<file path="config.mk">
export PLATFORM = sky130hd
export DESIGN_NAME = rca32_operand_sequencer
export DESIGN_NICKNAME = d
export VERILOG_FILES = /design/src/rtl/rca32_operand_sequencer.sv
export SDC_FILE = /design/constraint.sdc
export NUM_CORES = 1
export LEC_CHECK = 0
export CAP_MARGIN = 20
export CORE_ASPECT_RATIO = 0.8
export CORE_MARGIN = 10
export CORE_UTILIZATION = 62
export CTS_BUF_LIST = sky130_fd_sc_hd__clkbuf_4 sky130_fd_sc_hd__clkbuf_8
export CTS_CLUSTER_SIZE = 40
export DETAILED_ROUTE_END_ITERATION = 8
export PLACE_DENSITY = 0.88
export SLEW_MARGIN = 20
export SYNTH_ARGS = -nofsm -noshare
export SYNTH_HDL_FRONTEND = slang
export SYNTH_SLANG_ARGS = --single-unit
</file>
<file path="constraint.sdc">
create_clock -name clk_i -period 9.5 [get_ports clk_i]
set_input_delay 1.9 -clock clk_i [delete_from_list [all_inputs] [get_ports clk_i]]
set_output_delay 1.9 -clock clk_i [all_outputs]
set_load 0.01 [all_outputs]
</file>
<file path="src/rtl/rca32_operand_sequencer.sv">
// Feeds operand pairs from a small FIFO into the 32-bit ripple-carry adder netlist,
// lets them settle, captures the 33-bit result and flags any difference from the true sum.
module rca32_operand_sequencer #(
    parameter int DEPTH         = 4,
    parameter int SETTLE_CYCLES = 1,
    parameter int TAG_W         = 4
) (
    input  logic             clk_i,
    input  logic             rst_i,
    input  logic             in_valid_i,
    output logic             in_ready_o,
    input  logic [31:0]      in_a_i,
    input  logic [31:0]      in_b_i,
    input  logic [TAG_W-1:0] in_tag_i,
    output logic [31:0]      add1_o,
    output logic [31:0]      add2_o,
    input  logic [32:0]      result_i,
    output logic             res_valid_o,
    input  logic             res_ready_i,
    output logic [31:0]      res_sum_o,
    output logic             res_cout_o,
    output logic [TAG_W-1:0] res_tag_o,
    output logic             res_mismatch_o,
    output logic [15:0]      err_cnt_o,
    output logic             busy_o
);

    localparam int PTR_W = $clog2(DEPTH);
    localparam int CNT_W = $clog2(DEPTH + 1);
    localparam logic [CNT_W-1:0] FULL_CNT    = CNT_W'(DEPTH);
    localparam logic [3:0]       SETTLE_INIT = 4'(SETTLE_CYCLES);

    typedef enum logic [1:0] {
        IDLE,
        SETTLE,
        HOLD
    } state_t;

    logic [31:0]      a_mem   [DEPTH];
    logic [31:0]      b_mem   [DEPTH];
    logic [TAG_W-1:0] tag_mem [DEPTH];

    logic [PTR_W-1:0] wr_ptr_q, wr_ptr_d;
    logic [PTR_W-1:0] rd_ptr_q, rd_ptr_d;
    logic [CNT_W-1:0] count_q, count_d;
    state_t           state_q, state_d;
    logic [3:0]       settle_q, settle_d;
    logic [31:0]      add1_q, add1_d;
    logic [31:0]      add2_q, add2_d;
    logic [32:0]      golden_q, golden_d;
    logic [TAG_W-1:0] tag_q, tag_d;
    logic             res_valid_q, res_valid_d;
    logic [32:0]      res_q, res_d;
    logic             res_mm_q, res_mm_d;
    logic [15:0]      err_cnt_q, err_cnt_d;

    logic push;
    logic pop;
    logic capture;
    logic fifo_empty;
    logic is_mismatch;

    assign fifo_empty  = (count_q == '0);
    assign in_ready_o  = (count_q != FULL_CNT);
    assign push        = in_valid_i && in_ready_o;
    assign is_mismatch = (result_i != golden_q);

    // Operand storage is not reset; emptiness is tracked by count_q alone.
    always_ff @(posedge clk_i) begin
        if (push) begin
            a_mem[wr_ptr_q]   <= in_a_i;
            b_mem[wr_ptr_q]   <= in_b_i;
            tag_mem[wr_ptr_q] <= in_tag_i;
        end
    end

    always_comb begin
        state_d     = state_q;
        pop         = 1'b0;
        capture     = 1'b0;
        settle_d    = settle_q;
        res_valid_d = res_valid_q;
        case (state_q)
            IDLE: begin
                if (!fifo_empty) begin
                    pop     = 1'b1;
                    state_d = SETTLE;
                end
            end
            SETTLE: begin
                settle_d = settle_q - 4'd1;
                if (settle_q == 4'd1) begin
                    capture     = 1'b1;
                    res_valid_d = 1'b1;
                    state_d     = HOLD;
                end
            end
            HOLD: begin
                // Releasing a result and loading the next pair share one edge.
                if (res_ready_i) begin
                    res_valid_d = 1'b0;
                    if (!fifo_empty) begin
                        pop     = 1'b1;
                        state_d = SETTLE;
                    end else begin
                        state_d = IDLE;
                    end
                end
            end
            default: state_d = IDLE;
        endcase
        if (pop) begin
            settle_d = SETTLE_INIT;
        end
    end

    always_comb begin
        wr_ptr_d  = push ? wr_ptr_q + PTR_W'(1) : wr_ptr_q;
        rd_ptr_d  = pop  ? rd_ptr_q + PTR_W'(1) : rd_ptr_q;
        count_d   = count_q;
        case ({push, pop})
            2'b10:   count_d = count_q + CNT_W'(1);
            2'b01:   count_d = count_q - CNT_W'(1);
            default: count_d = count_q;
        endcase
        add1_d    = add1_q;
        add2_d    = add2_q;
        golden_d  = golden_q;
        tag_d     = tag_q;
        if (pop) begin
            add1_d   = a_mem[rd_ptr_q];
            add2_d   = b_mem[rd_ptr_q];
            golden_d = {1'b0, a_mem[rd_ptr_q]} + {1'b0, b_mem[rd_ptr_q]};
            tag_d    = tag_mem[rd_ptr_q];
        end
        res_d     = capture ? result_i : res_q;
        res_mm_d  = capture ? is_mismatch : res_mm_q;
        err_cnt_d = err_cnt_q;
        if (capture && is_mismatch && (err_cnt_q != 16'hFFFF)) begin
            err_cnt_d = err_cnt_q + 16'd1;
        end
    end

    always_ff @(posedge clk_i or posedge rst_i) begin
        if (rst_i) begin
            wr_ptr_q    <= '0;
            rd_ptr_q    <= '0;
            count_q     <= '0;
            state_q     <= IDLE;
            settle_q    <= '0;
            add1_q      <= '0;
            add2_q      <= '0;
            golden_q    <= '0;
            tag_q       <= '0;
            res_valid_q <= 1'b0;
            res_q       <= '0;
            res_mm_q    <= 1'b0;
            err_cnt_q   <= '0;
        end else begin
            wr_ptr_q    <= wr_ptr_d;
            rd_ptr_q    <= rd_ptr_d;
            count_q     <= count_d;
            state_q     <= state_d;
            settle_q    <= settle_d;
            add1_q      <= add1_d;
            add2_q      <= add2_d;
            golden_q    <= golden_d;
            tag_q       <= tag_d;
            res_valid_q <= res_valid_d;
            res_q       <= res_d;
            res_mm_q    <= res_mm_d;
            err_cnt_q   <= err_cnt_d;
        end
    end

    assign add1_o         = add1_q;
    assign add2_o         = add2_q;
    assign res_valid_o    = res_valid_q;
    assign res_sum_o      = res_q[31:0];
    assign res_cout_o     = res_q[32];
    assign res_tag_o      = tag_q;
    assign res_mismatch_o = res_mm_q;
    assign err_cnt_o      = err_cnt_q;
    assign busy_o         = (state_q != IDLE) || !fifo_empty;

endmodule

</file>
==> results.cfg, run 1 <==
[run_status]
outcome = finished, final reports clean

[floorplanning]
rows = 56
die_area_um2 = 36900
ioPinCount = 226
start_util_pct = 62.8
dieHeight_um = 174
chipWidth_um = 212
core_um2 = 29200

[global_route]
antenna_found_initial = 0
grt_pass1_vias = 12131
grt_first_pass_wirelength_um = 70900
grt_max_degree = 92
grt_overflow = 0
grtUsageTotal_pct = 24.9

[layout]
nNetsFinal = 1683
final_cells = 1966
synthToLayoutAreaGrowth_pct = 21.7
drive_above_1_share_pct = 15.3
diodes = 0

[routing]
drc_errors = 0
firstDrtPassIters = 6
drtIter0Drc = 1237
via_per_inst = 6.04
vias = 11871
ant_nets = 0
drt_wl_total_um = 46400
avgRoutedWirePerCell_um = 23.6

[clocking]
cts_tree = done
clk_latency_ns = 0.59
clkSlewWorstSetupHoldPaths_ns = 0.06
cts_root_buffer = clkbuf_8
cts_buffer_depth = 3
h-tree-depth = 3
holdBufCountCts = 0
numCtsBuffers = 68
cts_sinks = 437
cts_setup_buffers = 0
cts-resized-gates = 0

[setup_path]
rr_worst_depth = 11
cpMaxStageDelayCell = dfrtp_4
crit_arrival_ns = 5.26
required_ns = 9.92
endpoint_kind = register
worstSetupStartpointType = register
path_max_fanout = 45
critPathKind = register to register
cp_slowest_stage_delay_ns = 0.78
worstPathCellList = buf_4, mux4_2, ha_1, fa_1, a211oi_1, nor2_1, o22ai_1, a31oi_1, a221oi_1, xor2_1, o21ai_0

[timing]
hold-worst-slack_ns = 0.476
worst_clock_skew_ns = 0.0312
fmax_mhz = 207
relSlewSlack_pct = 25.8
setup_violations = 0
tightestPinTransition_ns = 1.11
min_period_ns = 4.83
maxSlewViolCount = 0
fin_setup_tns_ns = 0
rsz0062_at_grt = no
hold_violations = 0
period_share_pct = 50.9

[placement]
dp_cells = 1843
dpl.hpwl_um = 31700
gp_congestion = 0.930
io_buffers = 225

[yosys]
netlist_instances = 1282
synth_area_um2 = 18400
ys_ff_latch = 437
syn_area_per_cell_um2 = 14.3
yosysWarnings = 0
seq_area_frac_synth_pct = 67.0
synth-edff-count = 272
yosysUniqueCellTypes = 55
syn_nets = 1429
synthFlopType = edfxtp_1
synthArstFlopShare_pct = 37.8

[pwr]
power_mw = 8.87
p_leak_nw = 8.56
vdd_drop_max_uv = 187
cellPowerDensity_nw_per_um2 = 397

[hold_path]
min_path_type = register to register
hold-path-cell-count = 2

[flow_run]
cap_violations = 0
worst paths after layout:
check	start	endpoint	slack, ns
worst max-delay path	rd_ptr_q[0]$_DFFE_PP0P_	golden_q[18]$_DFFE_PP0P_	4.67
worst min-delay path	add1_o[19]$_DFFE_PP0P_	add1_o[19]$_DFFE_PP0P_	0.48
worst max register to register	rd_ptr_q[0]$_DFFE_PP0P_	golden_q[18]$_DFFE_PP0P_	4.67
worst min register to register	add1_o[19]$_DFFE_PP0P_	add1_o[19]$_DFFE_PP0P_	0.48
max in group asynchronous	rst_i	rd_ptr_q[1]$_DFFE_PP0P_	6.02
min in group asynchronous	rst_i	err_cnt_o[5]$_DFFE_PP0P_	1.87
area by class of cell:
cell class | count | area, um^2
inverter | 21 | 83.8
sequential | 437 | 12300
clock buffer | 105 | 1240
tap | 377 | 472
clock inverter | 18 | 120
fill | 1709 | 6880
multi-input combinational | 773 | 5790
timing repair buffer | 235 | 2330
placed cells by master, fill, tap and decap left out, types with 6 or more instances in the layout:
cell type and count:
a211oi_1 7, a21o_1 10, a21oi_1 32, buf_4 10
clkbuf_4 32, clkbuf_8 73, clkdlybuf4s50_1 225, clkinv_1 7
clkinv_2 6, dfrtp_1 163, edfxtp_1 272, ha_1 40
inv_1 19, mux2_2 36, mux4_2 68, nand2_1 286
nand3_1 17, nand4_1 18, nor2_1 30, nor3_1 19
o211ai_1 6, o21a_1 8, o21ai_0 51, o21bai_1 8
xnor2_1 53, xor2_1 20
sequential cells by signal, summed over array words and instances (netlist names), 2 cells and up:
signal	flops
add1_o	32
tag_mem	16
wr_ptr_q	2
add2_o	32
count_q	3
res_tag_o	4
settle_q	4
state_q	2
res_q	33
rd_ptr_q	2
err_cnt_o	16
golden_q	33
b_mem	128
a_mem	128
cells by family after synthesis:
logic type,synth area share (%)
DFF,67.0
adders and majority gates,2.95
xor gates and xnor gates,3.48
buffers and inverters,1.50
AOI/OAI and AO/OA,5.21
muxes,10.7
and+or+nand+nor,9.20
synthesized netlist by cell type, drive strengths merged, types with 3 or more instances:
cell type  number  area [um^2]
a2111oi         4         35.0
a211oi          7         52.6
a21o           10         75.1
a21oi          32          160
a31oi           3         18.8
and3            8         50.1
buf            13         53.8
clkbuf         38          143
dfrtp         165         4130
edfxtp        272         8170
ha             40          500
inv            20         75.1
mux2           36          405
mux4           68         1530
nand2         286         1070
nand2b          4         25.0
nand3          18         95.1
nand4          18          113
nor2           30          113
nor3           19         95.1
nor4            4         25.0
o211ai          6         45.0
o21a            8         60.1
o21ai          51          255
o21bai          8         60.1
o31ai           4         30.0
or3             3         18.8
xnor2          53          464
xor2           20          175
per-stage QoR:
stage	instance area (um^2)	setup slack, ns	utilization (%)
floorplan	18400	3.14	-
global placement	21000	4.75	71.8
detailed placement	21000	4.71	71.8
CTS	22300	4.68	76.5
global route	22300	4.37	76.5
finish	22300	4.67	76.5
report_power, final:
part           internal (mW)  switching [mW]
logic                   1.81            2.47
clock network          0.866           0.710
registers               2.65           0.361
total                   5.33            3.54
routing by layer:
layer	global-route usage, %	up-vias	share of wire, %
met5	0	-	0
met4	7.69	0	2.4
met3	6.85	91	9.6
met2	39.1	599	48
met1	33.4	5930	40
li1	-	5251	-
critical path, delay by kind of cell (launching register included):
| family | cells | cell delay [ns] |
|---|---|---|
| DFF | 1 | 0.78 |
| xor gates and xnor gates | 1 | 0.18 |
| muxes | 1 | 0.63 |
| adders and majority gates | 2 | 0.70 |
| AOI/OAI and AO/OA | 5 | 1.38 |
| and+or+nand+nor | 1 | 0.13 |
| buffers and inverters | 1 | 0.78 |
(Power assumes the default switching activity.)
==> run 2, diff against run 1 <==
CORE_UTILIZATION = 58   (was 62)
PLACE_DENSITY = 0.83   (was 0.88)
clock period = 4.5 ns   (was 9.5 ns; I/O delays follow)
==> run 2 against run 1 <==
  * Global-route usage decreased by 0.99 points
  * Sequential power up 110%
  * Non-clock buffer count is 9 higher
  * Register-to-register slack lost 4.0 ns
  * Die area increased by 6.2%
  * Highest routed layer is now met5
==> results.cfg, run 2 (synthesized netlist as in run 1, its figures left out) <==
[layout]
largestRegisters = a_mem (128), b_mem (128)
nNetsFinal = 1692
final_cells = 2023
nFillCells = 2026
final_cell_mix = 286 x nand2_1, 272 x edfxtp_1, 225 x clkdlybuf4s50_1, 163 x dfrtp_1, 73 x clkbuf_8
final_common_cell = nand2_1
synthToLayoutAreaGrowth_pct = 23.0
drive_above_1_share_pct = 15.7

[timing]
fin_setup_tns_ns = 0
tightestPinTransition_ns = 0.889
maxSlewViolCount = 0
rsz0062_at_grt = no
relSlewSlack_pct = 40.7
min_period_ns = 3.83
worst_clock_skew_ns = 0.0282
hold_violations = 0
setup_violations = 0
setup_slack_ns = 0.667
hold-worst-slack_ns = 0.471
period_share_pct = 85.2
fmax_mhz = 261

[floorplanning]
rows = 58
ioPinCount = 226
start_util_pct = 58.5
die_area_um2 = 39200
chipWidth_um = 219
dieHeight_um = 179
core_um2 = 31400

[routing]
firstDrtPassIters = 8
drc_errors = 0
drtIter0Drc = 1235
avgRoutedWirePerCell_um = 22.8
drt_wl_total_um = 46200
ant_nets = 0
via_per_inst = 5.81
vias = 11745

[pwr]
p_sw_mw = 7.48
p_seq_share_pct = 33.2
switching_share_pct = 39.7
cellPowerDensity_nw_per_um2 = 834
cellInternalPower_mw = 11.3
power.share.clock_pct = 18.1
p_leak_nw = 8.64
vdd_drop_max_uv = 481
p_comb_share_pct = 48.7

[clocking]
cts_buffer_depth = 3
clkSlewWorstSetupHoldPaths_ns = 0.06
cts_tree = done
numCtsBuffers = 68
cts_root_buffer = clkbuf_8
holdBufCountCts = 0
clk_latency_ns = 0.61
h-tree-depth = 3
cts_setup_buffers = 0
cts-resized-gates = 0
cts_sinks = 437

[setup_path]
critPathKind = register to register
required_ns = 4.96
endpoint_kind = register
crit_arrival_ns = 4.29
path_max_fanout = 69
worstSetupStartpointType = register

[global_route]
grtUsageTotal_pct = 23.9
grt_max_degree = 115
grt_pass1_vias = 12041
grt_first_pass_wirelength_um = 71400
grt_overflow = 0
antenna_found_initial = 5

[placement]
gp_congestion = 0.886
dpl.hpwl_um = 32400
dpl_worst_slack_ns = 0.682
io_buffers = 225
dp_cells = 1895

[run_status]
outcome = finished, final reports clean

[hold_path]
min_path_type = register to register

[flow_run]
cap_violations = 0
[run 2: stage by stage]
step / power, mW / cell area [um^2] / utilization [%]
after floorplan: 12.0 / 18400 / -
after global placement: 15.2 / 21200 / 67.5
after detailed placement: 15.4 / 21200 / 67.5
after CTS: 18.9 / 22600 / 72.0
after global routing: 20.0 / 22600 / 72.0
final: 18.8 / 22600 / 72.0
[run 2: worst max-delay path: stages (launching register included)]
cell and delay [ns]:
dfrtp_2 0.37, buf_12 0.35, mux4_2 0.40, ha_1 0.27, fa_1 0.45, a211oi_1 0.33
nor2_1 0.18, o22ai_1 0.43, a31oi_1 0.21, a221oi_1 0.35, xor2_1 0.20, o21ai_0 0.09
[run 2: layout make-up]
type / instances / area, um^2 / area share [%]
Antenna cell: 2 / 5.00 / 0.0222
Clock buffer: 99 / 1200 / 5.31
Clock inverter: 27 / 201 / 0.892
Inverter: 21 / 82.6 / 0.366
Multi-Input combinational cell: 773 / 5810 / 25.7
Sequential cell: 437 / 12300 / 54.5
Tap cell: 420 / 526 / 2.33
Timing Repair Buffer: 244 / 2460 / 10.9
[run 2: worst paths after layout]
kind / slack, ns / from / to / cells past startpoint
min in group asynchronous: 0.86 / rst_i / res_q[23]$_DFFE_PP0P_ / 3
worst min-delay path: 0.47 / add2_o[7]$_DFFE_PP0P_ / add2_o[7]$_DFFE_PP0P_ / 2
max in group asynchronous: 3.08 / rst_i / rd_ptr_q[0]$_DFFE_PP0P_ / 3
worst max register to register: 0.67 / rd_ptr_q[1]$_DFFE_PP0P_ / golden_q[18]$_DFFE_PP0P_ / 11
worst max-delay path: 0.67 / rd_ptr_q[1]$_DFFE_PP0P_ / golden_q[18]$_DFFE_PP0P_ / 11
worst min register to register: 0.47 / add2_o[7]$_DFFE_PP0P_ / add2_o[7]$_DFFE_PP0P_ / 2
[run 2: routing by layer]
metal / global-route usage [%] / share of wire, % / up-vias
met5: 0 / 0.063 / -
met4: 6.31 / 1.8 / 6
met3: 7.37 / 10 / 74
met2: 37.2 / 46 / 506
met1: 32.5 / 42 / 5876
li1: - / - / 5283
[run 2: power groups by stage]
stage	clock (mW)	combinational (mW)	sequential [mW]
floorplan	0	5.62	6.36
global route	3.65	9.99	6.37
finish	3.41	9.17	6.25
CTS	3.46	9.15	6.25
detailed placement	0	9.10	6.32
global placement	0	8.91	6.25
